--- config.mk ---
export PLATFORM = sky130hd
export DESIGN_NAME = otter_alu_arbiter
export DESIGN_NICKNAME = d
export VERILOG_FILES = /design/src/rtl/otter_alu_pkg.sv /design/src/rtl/otter_alu.sv /design/src/rtl/otter_alu_arbiter.sv
export SDC_FILE = /design/constraint.sdc
export NUM_CORES = 2
export LEC_CHECK = 0
export ABC_AREA = 1
export CAP_MARGIN = 20
export CORE_MARGIN = 1.5
export CORE_UTILIZATION = 40
export DETAILED_ROUTE_END_ITERATION = 8
export PLACE_DENSITY_LB_ADDON = 0.1
export SLEW_MARGIN = 10
export SYNTH_ARGS = -nofsm -noshare
export SYNTH_HDL_FRONTEND = slang
export SYNTH_SLANG_ARGS = --single-unit
--- constraint.sdc ---
create_clock -name clk_i -period 11.6 [get_ports clk_i]
set_input_delay 2.32 -clock clk_i [delete_from_list [all_inputs] [get_ports clk_i]]
set_output_delay 2.32 -clock clk_i [all_outputs]
set_load 0.01 [all_outputs]
--- src/rtl/otter_alu_pkg.sv ---
// rtl/otter_alu_pkg.sv - shared types and constants for the OTTER ALU arbiter
//
// Contents:
//   NUM_REQ            number of requesters sharing the ALU
//   ALU_FUN_W          width of the {func7[5],func3} function code
//   alu_fun_t          ALU function encodings
//   alu_fun_supported  1 when the code selects a real operation
package otter_alu_pkg;

  localparam int NUM_REQ   = 2;
  localparam int ALU_FUN_W = 4;

  typedef enum logic [ALU_FUN_W-1:0] {
    ALU_ADD  = 4'd0,
    ALU_SLL  = 4'd1,
    ALU_SLT  = 4'd2,
    ALU_SLTU = 4'd3,
    ALU_XOR  = 4'd4,
    ALU_SRL  = 4'd5,
    ALU_OR   = 4'd6,
    ALU_AND  = 4'd7,
    ALU_SUB  = 4'd8,
    ALU_LUI  = 4'd9,
    ALU_MUL  = 4'd10,
    ALU_SRA  = 4'd13
  } alu_fun_t;

  function automatic logic alu_fun_supported(alu_fun_t fun);
    case (fun)
      ALU_ADD, ALU_SLL, ALU_SLT, ALU_SLTU, ALU_XOR, ALU_SRL,
      ALU_OR, ALU_AND, ALU_SUB, ALU_LUI, ALU_MUL, ALU_SRA: return 1'b1;
      default: return 1'b0;
    endcase
  endfunction

endpackage

--- src/rtl/otter_alu.sv ---
// rtl/otter_alu.sv - combinational OTTER ALU, single shared instance
//
// Ports:
//   fun_i     function code (alu_fun_t)
//   a_i, b_i  operands
//   result_o  operation result, 0 for unsupported codes
//   err_o     1 when fun_i is not a supported code
module otter_alu
  import otter_alu_pkg::*;
#(
  parameter int WIDTH = 32
) (
  input  alu_fun_t         fun_i,
  input  logic [WIDTH-1:0] a_i,
  input  logic [WIDTH-1:0] b_i,
  output logic [WIDTH-1:0] result_o,
  output logic             err_o
);

  localparam int SHW = $clog2(WIDTH);

  logic [SHW-1:0]   shamt;
  logic [WIDTH-1:0] product;

  assign shamt   = b_i[SHW-1:0];
  // Only the low WIDTH bits of the product are kept.
  assign product = a_i * b_i;

  always_comb begin
    result_o = '0;
    case (fun_i)
      ALU_ADD:  result_o = a_i + b_i;
      ALU_SUB:  result_o = a_i - b_i;
      ALU_SLL:  result_o = a_i << shamt;
      ALU_SRL:  result_o = a_i >> shamt;
      ALU_SRA:  result_o = $unsigned($signed(a_i) >>> shamt);
      ALU_SLT:  result_o = {{(WIDTH-1){1'b0}}, ($signed(a_i) < $signed(b_i))};
      ALU_SLTU: result_o = {{(WIDTH-1){1'b0}}, (a_i < b_i)};
      ALU_XOR:  result_o = a_i ^ b_i;
      ALU_OR:   result_o = a_i | b_i;
      ALU_AND:  result_o = a_i & b_i;
      ALU_LUI:  result_o = a_i;
      ALU_MUL:  result_o = product;
      default:  result_o = '0;
    endcase
    err_o = !alu_fun_supported(fun_i);
  end

endmodule

--- src/rtl/otter_alu_arbiter.sv ---
// rtl/otter_alu_arbiter.sv - round-robin sharing of one OTTER ALU by two requesters
//
// Ports:
//   clk_i, rst_n_i   clock, asynchronous active-low reset
//   req_valid_i/req_ready_o   per-requester request handshake
//   req_fun_i, req_a_i, req_b_i   per-requester function code and operands
//   rsp_valid_o/rsp_ready_i   per-requester response handshake
//   rsp_data_o, rsp_err_o     per-requester result and unsupported-code flag,
//                             both 0 while that rsp_valid_o is low
module otter_alu_arbiter
  import otter_alu_pkg::*;
#(
  parameter int WIDTH = 32
) (
  input  logic                             clk_i,
  input  logic                             rst_n_i,
  input  logic [NUM_REQ-1:0]               req_valid_i,
  output logic [NUM_REQ-1:0]               req_ready_o,
  input  logic [NUM_REQ-1:0][ALU_FUN_W-1:0] req_fun_i,
  input  logic [NUM_REQ-1:0][WIDTH-1:0]    req_a_i,
  input  logic [NUM_REQ-1:0][WIDTH-1:0]    req_b_i,
  output logic [NUM_REQ-1:0]               rsp_valid_o,
  input  logic [NUM_REQ-1:0]               rsp_ready_i,
  output logic [NUM_REQ-1:0][WIDTH-1:0]    rsp_data_o,
  output logic [NUM_REQ-1:0]               rsp_err_o
);

  logic             out_valid_q, out_valid_d;
  logic             out_owner_q, out_owner_d;
  logic [WIDTH-1:0] out_data_q,  out_data_d;
  logic             out_err_q,   out_err_d;
  logic             prio_q,      prio_d;

  logic             grant;
  logic             can_accept;
  logic             accept;
  logic [WIDTH-1:0] alu_result;
  logic             alu_err;

  // Contention goes to the pointer; otherwise the lone requester wins.
  // With nobody valid the grant idles on port 0, which is harmless since
  // accept also requires a valid request.
  always_comb begin
    if (req_valid_i[0] && req_valid_i[1]) grant = prio_q;
    else if (req_valid_i[1])              grant = 1'b1;
    else                                  grant = 1'b0;
  end

  // The result slot frees up on the same edge its owner consumes it.
  assign can_accept = !out_valid_q || rsp_ready_i[out_owner_q];
  assign accept     = (|req_valid_i) && can_accept;

  always_comb begin
    req_ready_o        = '0;
    req_ready_o[grant] = can_accept;
  end

  otter_alu #(.WIDTH(WIDTH)) u_alu (
    .fun_i    (alu_fun_t'(req_fun_i[grant])),
    .a_i      (req_a_i[grant]),
    .b_i      (req_b_i[grant]),
    .result_o (alu_result),
    .err_o    (alu_err)
  );

  always_comb begin
    out_valid_d = out_valid_q;
    out_owner_d = out_owner_q;
    out_data_d  = out_data_q;
    out_err_d   = out_err_q;
    prio_d      = prio_q;
    if (accept) begin
      out_valid_d = 1'b1;
      out_owner_d = grant;
      out_data_d  = alu_result;
      out_err_d   = alu_err;
      prio_d      = ~grant;
    end else if (out_valid_q && rsp_ready_i[out_owner_q]) begin
      out_valid_d = 1'b0;
    end
  end

  always_ff @(posedge clk_i or negedge rst_n_i) begin
    if (!rst_n_i) begin
      out_valid_q <= 1'b0;
      out_owner_q <= 1'b0;
      out_data_q  <= '0;
      out_err_q   <= 1'b0;
      prio_q      <= 1'b0;
    end else begin
      out_valid_q <= out_valid_d;
      out_owner_q <= out_owner_d;
      out_data_q  <= out_data_d;
      out_err_q   <= out_err_d;
      prio_q      <= prio_d;
    end
  end

  always_comb begin
    for (int i = 0; i < NUM_REQ; i++) begin
      rsp_valid_o[i] = out_valid_q && (out_owner_q == 1'(i));
      rsp_data_o[i]  = rsp_valid_o[i] ? out_data_q : '0;
      rsp_err_o[i]   = rsp_valid_o[i] && out_err_q;
    end
  end

endmodule
==> out/qor.txt <==
Fillers - 7,117
WL per Instance - 26.01 um
GR Util met2 - 58.15%
Commonest non-fill, non-tap cells in the layout - nand2_1, inv_1, nor2_1, fa_1, o21ai_0
Fmax achieved - 89.52 MHz
Commonest non-fill, non-tap cell in the layout - nand2_1
Core footprint - 66,220 um^2
Worst-path clk slew - 60 ps
Slowest-stage cell, CP - clkdlybuf4s50_1
Routed WL - 132,800 um
Critical Path Source Type - input port
Crit path DAT - 11,360 ps
Crit path capture type - register
Register area share after synthesis - 3.342%
Htree depth - 2
Post-CTS setup buffers - 0
HP Class - reg -> reg
CP most frequent cell - fa_1
RePlAce Congestion - 1.041
Met1 Resource Use GR - 53.12%
Max-Cap Viols - 0
DP HPWL - 110,600 um
Max-slew violation count - 0
Initial Utilization - 40.71%
Clk_lat worst skew - 300 ps
Synth Register Bits - 36
Top cells by area, synth - fa_1, nand2_1, ha_1, inv_1, nor2_1
Vias per std cell - 5.683
Detailed-route via count - 29,020
Post-DRT Antenna Nets - 0
PortBufs - 211
Fin crit period - 11,170 ps
TritonCTS clock tree - yes
Clk sinks - 36
Total grt overflow - 0
Setup tns final - 0 ps
Yosys warns - 0
Final #Nets - 5,013
Worst Path Required - 11,790 ps
Yosys top cell area share - 30.45%
# rows - 94
Root Driver - clkbuf_16
Number of iterations in the first detailed-routing pass - 6
EDFF count, synth - 0
Global Route Usage Sum - 38.21%
Final-report hold violation count - 0
Max Clock Skew - 7.033 ps
Setup CP Type - in -> reg
Mapped Area - 26,960 um^2
Syn nets - 4,862
Status - finished, final reports clean
Initial DRC count - 3,534
Hold-fix buffers at CTS - 0
TritonCTS buffer count - 5
Post-Syn Instances - 4,090
Slew HR - 22.96%
Met3 Use GR - 7.037%
Tcrit/Tclk final - 96.30%
Dominant synthesized flop cell - dfrtp_1
Vias in the first global route - 28,380
Post-synth ARST share - 100.0%
First-pass GRT wire length - 193,800 um
RSZ-0062 raised after global routing - no
Dominant cell type by area after synthesis - fa_1
Resize count post-CTS - 0
Setup violations, final - 0
Crit-path max cell delay - 640 ps
Post-route DRC violation count - 0
Worst slew pin tran - 1154 ps
Area growth syn-to-layout - 12.79%
Die Width - 262.6 um
Yosys cell types - 56
Proportion of layout cells with a drive suffix above 1 - 5.116%
Worst-path fanout max - 53
Largest net degree at the start of global routing - 59
Die ar. - 68,960 um^2
Initial antenna violation count - 5
Clock buffer depth - 2
Mapped Avg Cell Area - 6.591 um^2
Ports - 212
Grt peak-use layer - met2
Height of the die - 262.6 um
-- worst max-delay path, delay by kind of cell --
kind | cells | cell delay (ps)
fa+ha+maj | 10 | 4900
simple gates | 14 | 2090
compound gates | 2 | 710
buf+inv | 5 | 1310
-- layout make-up --
class / count / area [um^2] / area share [%]
inverters: 729 / 2736 / 9.000
repair buffers: 337 / 3073 / 10.11
diodes: 1 / 2.502 / 0.008231
multi-input cells: 3132 / 22460 / 73.86
well taps: 864 / 1081 / 3.556
clock buffers: 6 / 138.9 / 0.4568
flip-flops and latches: 36 / 900.9 / 2.963
clock inverters: 2 / 15.01 / 0.04938
-- Yosys cell counts, types with 3 or more instances --
library cell / n
nand2_1: 968
buf_4: 15
o21ai_1: 94
buf_2: 47
xor2_1: 14
a221oi_1: 8
a21o_1: 7
xnor2_1: 11
nor4_1: 9
or2_2: 16
a21boi_0: 3
ha_1: 220
clkbuf_1: 96
nor2_1: 512
nand3b_1: 17
mux2i_1: 12
o221ai_1: 6
o211ai_1: 31
nor3_1: 22
buf_1: 26
a31oi_1: 8
fa_1: 410
and2_1: 3
o21ai_0: 245
o21bai_1: 15
o21a_1: 9
a2111oi_0: 3
clkinv_1: 7
inv_2: 17
buf_6: 9
nor2_2: 5
a211oi_1: 4
dfrtp_1: 36
nand2_2: 11
inv_1: 705
nand3_1: 173
o22ai_1: 43
a21oi_1: 181
o31ai_1: 3
o21ai_2: 18
o2111ai_1: 13
nand4_1: 20
-- routing by layer --
layer	part of all wire (%)	wire length [um]
met5	0.038	51
met4	5.1	6797
met3	10	13560
met2	43	56860
met1	42	55580
-- logic make-up (layout without fill, tap and decap cells) --
family | count (synthesis) | count (layout) | share of synthesized area [%]
xor gates and xnor gates | 25 | 25 | 0.8123
AOI/OAI and AO/OA | 701 | 701 | 14.79
DFF | 36 | 36 | 3.342
buffers and inverters | 922 | 1074 | 13.52
adders and majority gates | 630 | 630 | 40.66
and+or+nand+nor | 1764 | 1764 | 26.43
other | 0 | 1 | 0
muxes | 12 | 12 | 0.4456
-- state kept, by name, indices dropped and copies added (netlist names) --
name         count
out_valid_q      1
prio_q           1
out_data_q      32
out_owner_q      1
out_err_q        1
-- through the flow --
stage | cell area [um^2] | std cells | utilization, % | setup slack, ps | hold WS [ps]
final | 30400 | 5107 | 45.91 | 429.2 | 488.2
after global routing | 30400 | 5106 | 45.91 | 196.9 | 517.5
after CTS | 30390 | 5105 | 45.89 | 607.1 | 488.5
after detailed placement | 30230 | 5097 | 45.66 | 348.5 | 472.7
after global placement | 30230 | 5097 | 45.66 | 269.4 | 471.8
after floorplan | 26960 | 4090 | - | 1844 | 448.8
-- final timing paths --
kind,from,slack [ps],cells after the start,endpoint
min in group asynchronous,rst_n_i,2160,1,out_data_q[7]
max in group asynchronous,rst_n_i,8880,1,out_data_q[26]
worst min-delay path,out_data_q[24],490,2,out_data_q[24]
worst min register to register,out_data_q[24],490,2,out_data_q[24]
worst max-delay path,req_valid_i[0],430,31,out_data_q[29]
worst max register to register,prio_q,2530,31,out_data_q[29]
Power is left out: the tool's default activity adds up to more than one toggle a clock period on the data nets, which glitch-free logic cannot reach.
